[config.mk]
export PLATFORM = sky130hd
export DESIGN_NAME = noc_perm_tx
export DESIGN_NICKNAME = d
export VERILOG_FILES = /design/src/rtl/noc_pkg.sv /design/src/rtl/noc_skid2.sv /design/src/rtl/noc_perm_tx.sv
export SDC_FILE = /design/constraint.sdc
export NUM_CORES = 1
export LEC_CHECK = 0
export ABC_AREA = 1
export BUFFER_PORTS_ARGS = -buffer_cell sky130_fd_sc_hd__buf_2
export CORE_MARGIN = 8
export CORE_UTILIZATION = 35
export CTS_CLUSTER_DIAMETER = 200
export DETAILED_ROUTE_END_ITERATION = 8
export HOLD_SLACK_MARGIN = 0.08
export PLACE_DENSITY = 0.56
export RECOVER_POWER = 100
export REMOVE_ABC_BUFFERS = 1
export SYNTH_ARGS = -nofsm -noshare
export SYNTH_HDL_FRONTEND = slang
export SYNTH_SLANG_ARGS = --single-unit
export TNS_END_PERCENT = 30
[constraint.sdc]
create_clock -name clk -period 9.45 [get_ports clk]
set_input_delay 0.945 -clock clk [delete_from_list [all_inputs] [get_ports clk]]
set_output_delay 0.945 -clock clk [all_outputs]
set_load 0.01 [all_outputs]
[src/rtl/noc_pkg.sv]
// Shared NoC opcodes, length codes, FSM states and lane entry type for noc_perm_tx.
package noc_pkg;
  localparam logic [2:0] OP_NOP   = 3'b000;
  localparam logic [2:0] OP_WRITE = 3'b010;
  localparam logic [2:0] OP_WRESP = 3'b100;

  localparam logic [2:0] LEN_8 = 3'b011;
  localparam logic [2:0] LEN_9 = 3'b100;

  localparam int LANES_PER_STATE = 25;

  typedef enum logic [2:0] {
    S_IDLE,
    S_CMD,
    S_DST,
    S_ADDR,
    S_DATA,
    S_PAR
  } state_t;

  typedef struct packed {
    logic        first;
    logic [63:0] data;
  } lane_t;

  function automatic logic [7:0] cmd_byte(input logic [2:0] len);
    return {OP_WRITE, 2'b00, len};
  endfunction
endpackage

[src/rtl/noc_skid2.sv]
// Two-entry lane FIFO; stop is registered from the next occupancy so it never overflows.
module noc_skid2
  import noc_pkg::*;
(
  input  logic  clk,
  input  logic  reset,
  input  logic  push,
  output logic  stop,
  input  lane_t wr_lane,
  output logic  valid,
  input  logic  pop,
  output lane_t rd_lane
);
  lane_t      mem [2];
  logic       wp, rp;
  logic [1:0] cnt, cnt_nxt;
  logic       do_push, do_pop;

  assign do_push = push && !stop;
  assign do_pop  = pop && valid;
  assign valid   = (cnt != 2'd0);
  assign rd_lane = mem[rp];

  always_comb begin
    cnt_nxt = cnt;
    case ({do_push, do_pop})
      2'b10:   cnt_nxt = cnt + 2'd1;
      2'b01:   cnt_nxt = cnt - 2'd1;
      default: cnt_nxt = cnt;
    endcase
  end

  always_ff @(posedge clk or negedge reset) begin
    if (!reset) begin
      cnt  <= 2'd0;
      wp   <= 1'b0;
      rp   <= 1'b0;
      stop <= 1'b0;
    end else begin
      cnt  <= cnt_nxt;
      stop <= (cnt_nxt == 2'd2);
      if (do_push) wp <= ~wp;
      if (do_pop)  rp <= ~rp;
    end
  end

  // Storage needs no reset: valid gates every read.
  always_ff @(posedge clk) begin
    if (do_push) mem[wp] <= wr_lane;
  end
endmodule

[src/rtl/noc_perm_tx.sv]
// Frames 64-bit lanes as NoC write commands and tracks outstanding writes by credits.
// Define NOC_PERM_TX_PARITY_EN to append an XOR parity byte to every frame.
module noc_perm_tx
  import noc_pkg::*;
#(
  parameter int         MAX_OUT = 4,
  parameter logic [7:0] DEST    = 8'h01
) (
  input  logic        clk,
  input  logic        reset,
  input  logic        pushin,
  input  logic        firstin,
  input  logic [63:0] din,
  output logic        stopin,
  output logic        tod_ctl,
  output logic [7:0]  tod_data,
  input  logic        frm_ctl,
  input  logic [7:0]  frm_data,
  output logic        err
);
`ifdef NOC_PERM_TX_PARITY_EN
  localparam logic [2:0] LEN = LEN_9;
`else
  localparam logic [2:0] LEN = LEN_8;
`endif
  localparam logic [3:0] CRED_MAX = 4'(MAX_OUT);
  localparam logic [7:0] NOP_BYTE = {OP_NOP, 5'b00000};
  localparam logic [4:0] LAST_IDX = 5'(LANES_PER_STATE - 1);

  state_t      state, state_nxt;
  logic [2:0]  cnt;
  logic [63:0] lane;
  logic [7:0]  addr, par;
  logic [4:0]  lane_cnt, idx;
  logic [3:0]  credits;
  logic        ctl_nxt, pop, shift, fin, start, wresp, inc;
  logic [7:0]  data_nxt;
  lane_t       wr_lane, fifo_rd;
  logic        fifo_valid;
  logic        unused_frm;

  assign wr_lane    = {firstin, din};
  assign unused_frm = ^frm_data[4:0];

  noc_skid2 u_skid (
    .clk     (clk),
    .reset   (reset),
    .push    (pushin),
    .stop    (stopin),
    .wr_lane (wr_lane),
    .valid   (fifo_valid),
    .pop     (pop),
    .rd_lane (fifo_rd)
  );

  assign wresp = frm_ctl && (frm_data[7:5] == OP_WRESP);
  assign inc   = wresp && (credits != CRED_MAX);
  assign start = fifo_valid && (credits != 4'd0);
  // firstin resynchronises the lane numbering regardless of where the counter is.
  assign idx   = fifo_rd.first ? 5'd0 : lane_cnt;

  always_comb begin
    state_nxt = state;
    ctl_nxt   = 1'b1;
    data_nxt  = NOP_BYTE;
    pop       = 1'b0;
    shift     = 1'b0;
    fin       = 1'b0;
    case (state)
      S_IDLE: fin = 1'b1;
      S_CMD: begin
        state_nxt = S_DST;
        ctl_nxt   = 1'b0;
        data_nxt  = DEST;
      end
      S_DST: begin
        state_nxt = S_ADDR;
        ctl_nxt   = 1'b0;
        data_nxt  = addr;
      end
      S_ADDR: begin
        state_nxt = S_DATA;
        ctl_nxt   = 1'b0;
        data_nxt  = lane[7:0];
        shift     = 1'b1;
      end
      S_DATA: begin
        if (cnt != 3'd7) begin
          ctl_nxt  = 1'b0;
          data_nxt = lane[7:0];
          shift    = 1'b1;
        end else begin
`ifdef NOC_PERM_TX_PARITY_EN
          state_nxt = S_PAR;
          ctl_nxt   = 1'b0;
          data_nxt  = par;
`else
          fin = 1'b1;
`endif
        end
      end
      default: fin = 1'b1;
    endcase
    // End of a frame chains straight into the next CMD when a lane and a credit are ready.
    if (fin) begin
      state_nxt = start ? S_CMD : S_IDLE;
      if (start) begin
        ctl_nxt  = 1'b1;
        data_nxt = cmd_byte(LEN);
        pop      = 1'b1;
      end
    end
  end

  always_ff @(posedge clk or negedge reset) begin
    if (!reset) begin
      state    <= S_IDLE;
      cnt      <= 3'd0;
      tod_ctl  <= 1'b1;
      tod_data <= NOP_BYTE;
      lane     <= 64'd0;
      addr     <= 8'h00;
      par      <= 8'h00;
      lane_cnt <= 5'd0;
      credits  <= CRED_MAX;
      err      <= 1'b0;
    end else begin
      state    <= state_nxt;
      tod_ctl  <= ctl_nxt;
      tod_data <= data_nxt;
      cnt      <= (state == S_DATA) ? cnt + 3'd1 : 3'd0;
      if (pop) begin
        lane     <= fifo_rd.data;
        addr     <= {fifo_rd.first, 2'b00, idx};
        lane_cnt <= (idx == LAST_IDX) ? 5'd0 : idx + 5'd1;
        par      <= 8'h00;
      end else if (shift) begin
        lane <= {8'h00, lane[63:8]};
        par  <= par ^ lane[7:0];
      end
      if (pop && !inc)      credits <= credits - 4'd1;
      else if (inc && !pop) credits <= credits + 4'd1;
      err <= (pop && fifo_rd.first && (lane_cnt != 5'd0)) ||
             (wresp && (credits == CRED_MAX));
    end
  end
endmodule

==> run summary <==
status - complete, but fails checks
failing checks - capacitance limit, slew limit
CTS max path bufs - 3
R2R cell count - 10
net switching power figure - 0.001468 W
largest net degree at the start of global routing - 85
initial core utilization - 35.21%
power share of the clock group - 24.0%
Nets - 1073
cell taking the most area after synthesis - edfxtp_1
GRT Total Usage - 12.18%
Die Wd - 179.7 um
CTS resizes - 0
Routed Antenna Nets - 0
Max stage delay on crit path - 2.73 ns
Inst Count DP - 1301
RSZ-0062 raised after global routing - false
number of synthesized flops with an enable pin - 130
crit start category - flip-flop
Synth Register Bits - 230
FMAX - 0.1853 GHz
vias - 6108
Site Rows - 60
htree depth - 1
crit end category - flip-flop
wire per inst - 14.56 um
Buffers on Ports - 82
Ys Warns - 0
critical path arrival - 5.80 ns
Worst Hold Depth - 1
Worst Skew - 0.02289 ns
Worst path slowest cell - clkbuf_1
# IOs - 88
final hold slack - 0.4424 ns
worst-path maximum fanout - 84
clock sinks - 230
Yosys top cell area share - 41.60%
Finished Layout Cells - 1350
GPL Wtd Cong - 0.7387
Leakage - 4.742 nW
Pins Over Slew Limit - 409
crit-path cells - ha_1, ha_1, inv_1, nand3_1, nand2_1, nor2_1, clkbuf_1, nor2_1, nand2_1, nand3_1
GRT overflow - 0
power per standard cell area - 362.1 nW/um^2
r2r setup slk - 4.05 ns
# Post-CTS Setup Buffers - 0
DR DRC count - 0
first-pass GRT wire length - 32310 um
total wire length - 19660 um
worst reg2reg endpoint - lane[1]
clk_lat worst skew - 0.54 ns
crit share post-route - 57.10%
share of cells above drive strength 1 - 8.838%
number of CTS-inserted buffers - 26
Post-CTS Hold Buffers - 0
vias per cell - 4.524
Data required, critical path - 9.85 ns
post-layout min period - 5.396 ns
WS Path Type - flip-flop to flip-flop
most frequent cell after synthesis - nand2_1
Flop pwr share - 40.1%
Pre-Repair DR Iteration Count - 4
Peak VDD IR - 0.0002022 V
Commonest cells post-synth - 297 x nand2_1, 130 x edfxtp_1, 98 x dfrtp_1
setup TNS - 0 ns
Final HPWL DP - 10660 um
die area - 32310 sq um
post-synthesis sequential area ratio - 68.29%
CTS tree - yes
internal power - 0.002447 W
Yosys cell types - 29
ys flop type - edfxtp_1
Min-Delay Path Class - flip-flop to flip-flop
hold path endpoint - cnt[0]
Clk pin slew, worst setup/hold paths - 0.06 ns
syn avg cell area - 10.33 sq um
vias in the first global route - 6059
hold path startpoint - cnt[0]
initial antenna violation count - 0
Detailed Route Iter0 Violations - 343
synthesized cell area - 9384 sq um
Slew headroom - -176.6%
MaxCap Viol Count - 7
Comb pwr share - 35.9%
die height - 179.7 um
Worst-Margin Slew - 4.150 ns
Root Buffer - clkbuf_16
main area contributors after synthesis - edfxtp_1 42%, dfrtp_1 26%, nand2_1 12%
final setup violating endpoints - 0
RR Startpoint - cnt[0]
Final Hold Violating Endpoints - 0
Area Growth Syn to Fin - 15.23%
fin util - 40.57%
switching share of power - 37.49%
Post-Syn Instances - 908
CORE AREA - 26650 sq um
ys async rst share - 43.48%
flip-flops by register name, indices dropped and copies added, names as in the netlist, 2 cells and up:
register / cells
addr: 6
cnt: 3
credits: 4
lane: 64
lane_cnt: 5
state: 3
tod_data: 8
u_skid.cnt: 2
u_skid.mem: 130
routing by layer:
metal	GRT usage (%)	vias up	wire length [um]
met5	0	-	0
met4	3.201	0	425
met3	2.339	33	752
met2	20.19	107	9031
met1	16.17	2869	9449
li1	-	3099	-
worst max-delay path by stage:
stage / start / endpoint
floorplan: pushin / u_skid.mem[0][0]
detailed placement: cnt[0] / lane[57]
global route: cnt[0] / lane[4]
finish: cnt[0] / lane[1]
CTS: cnt[0] / lane[57]
global placement: frm_data[6] / credits[2]
worst max-delay path, delay by kind of cell (launching register included):
family | cells | cell delay [ns]
AND/OR/NAND/NOR | 6 | 1.84
adder cells (fa/ha/maj) | 2 | 0.28
flip-flops | 1 | 0.35
buffers and inverters | 2 | 2.76
layout by cell type (no fill, tap or decap), drive strengths merged, types with 4 or more instances in the layout:
cell,instances
nand3,73
inv,81
xor2,4
ha,8
nor2,97
edfxtp,130
clkinv,11
dfrtp,98
o21ai,57
buf,46
mux2i,7
clkbuf,80
nand2,298
metrics by stage:
| step | setup WS (ns) | total power [W] | area, sq um |
|---|---|---|---|
| 2_1_floorplan | 5.187 | 0.002559 | 9169 |
| 3_3_place_gp | 6.854 | 0.002983 | 10090 |
| 3_5_place_dp | 6.815 | 0.003014 | 10090 |
| 4_1_cts | 6.816 | 0.003973 | 10900 |
| 5_1_grt | 3.344 | 0.004266 | 10810 |
| 6_report | 4.054 | 0.003916 | 10810 |
cell families after synthesis:
family	share of synthesized area [%]
fa+ha+maj	1.067
flops	68.29
compound gates	3.307
xor+xnor	0.6533
simple gates	20.40
mux	0.7467
buf+inv	5.533
power by group through the flow:
stage | combinational (W) | sequential (W) | clock (W)
after floorplan | 0.000974 | 0.00159 | 0
after global placement | 0.00142 | 0.00156 | 0
after detailed placement | 0.00144 | 0.00157 | 0
after CTS | 0.00145 | 0.00155 | 0.000972
after global routing | 0.00165 | 0.00160 | 0.00101
final | 0.00141 | 0.00157 | 0.000939
cell type report:
type,count,area [sq um]
multi-input cells,558,2454
fillers,2599,15840
clock inverters,12,102.6
flip-flops and latches,230,6410
repair buffers,91,406.6
diodes,2,5.005
clock buffers,35,704.4
inverters,81,304.0
well taps,341,426.7
Note: power is estimated with default switching activity, not from simulation.
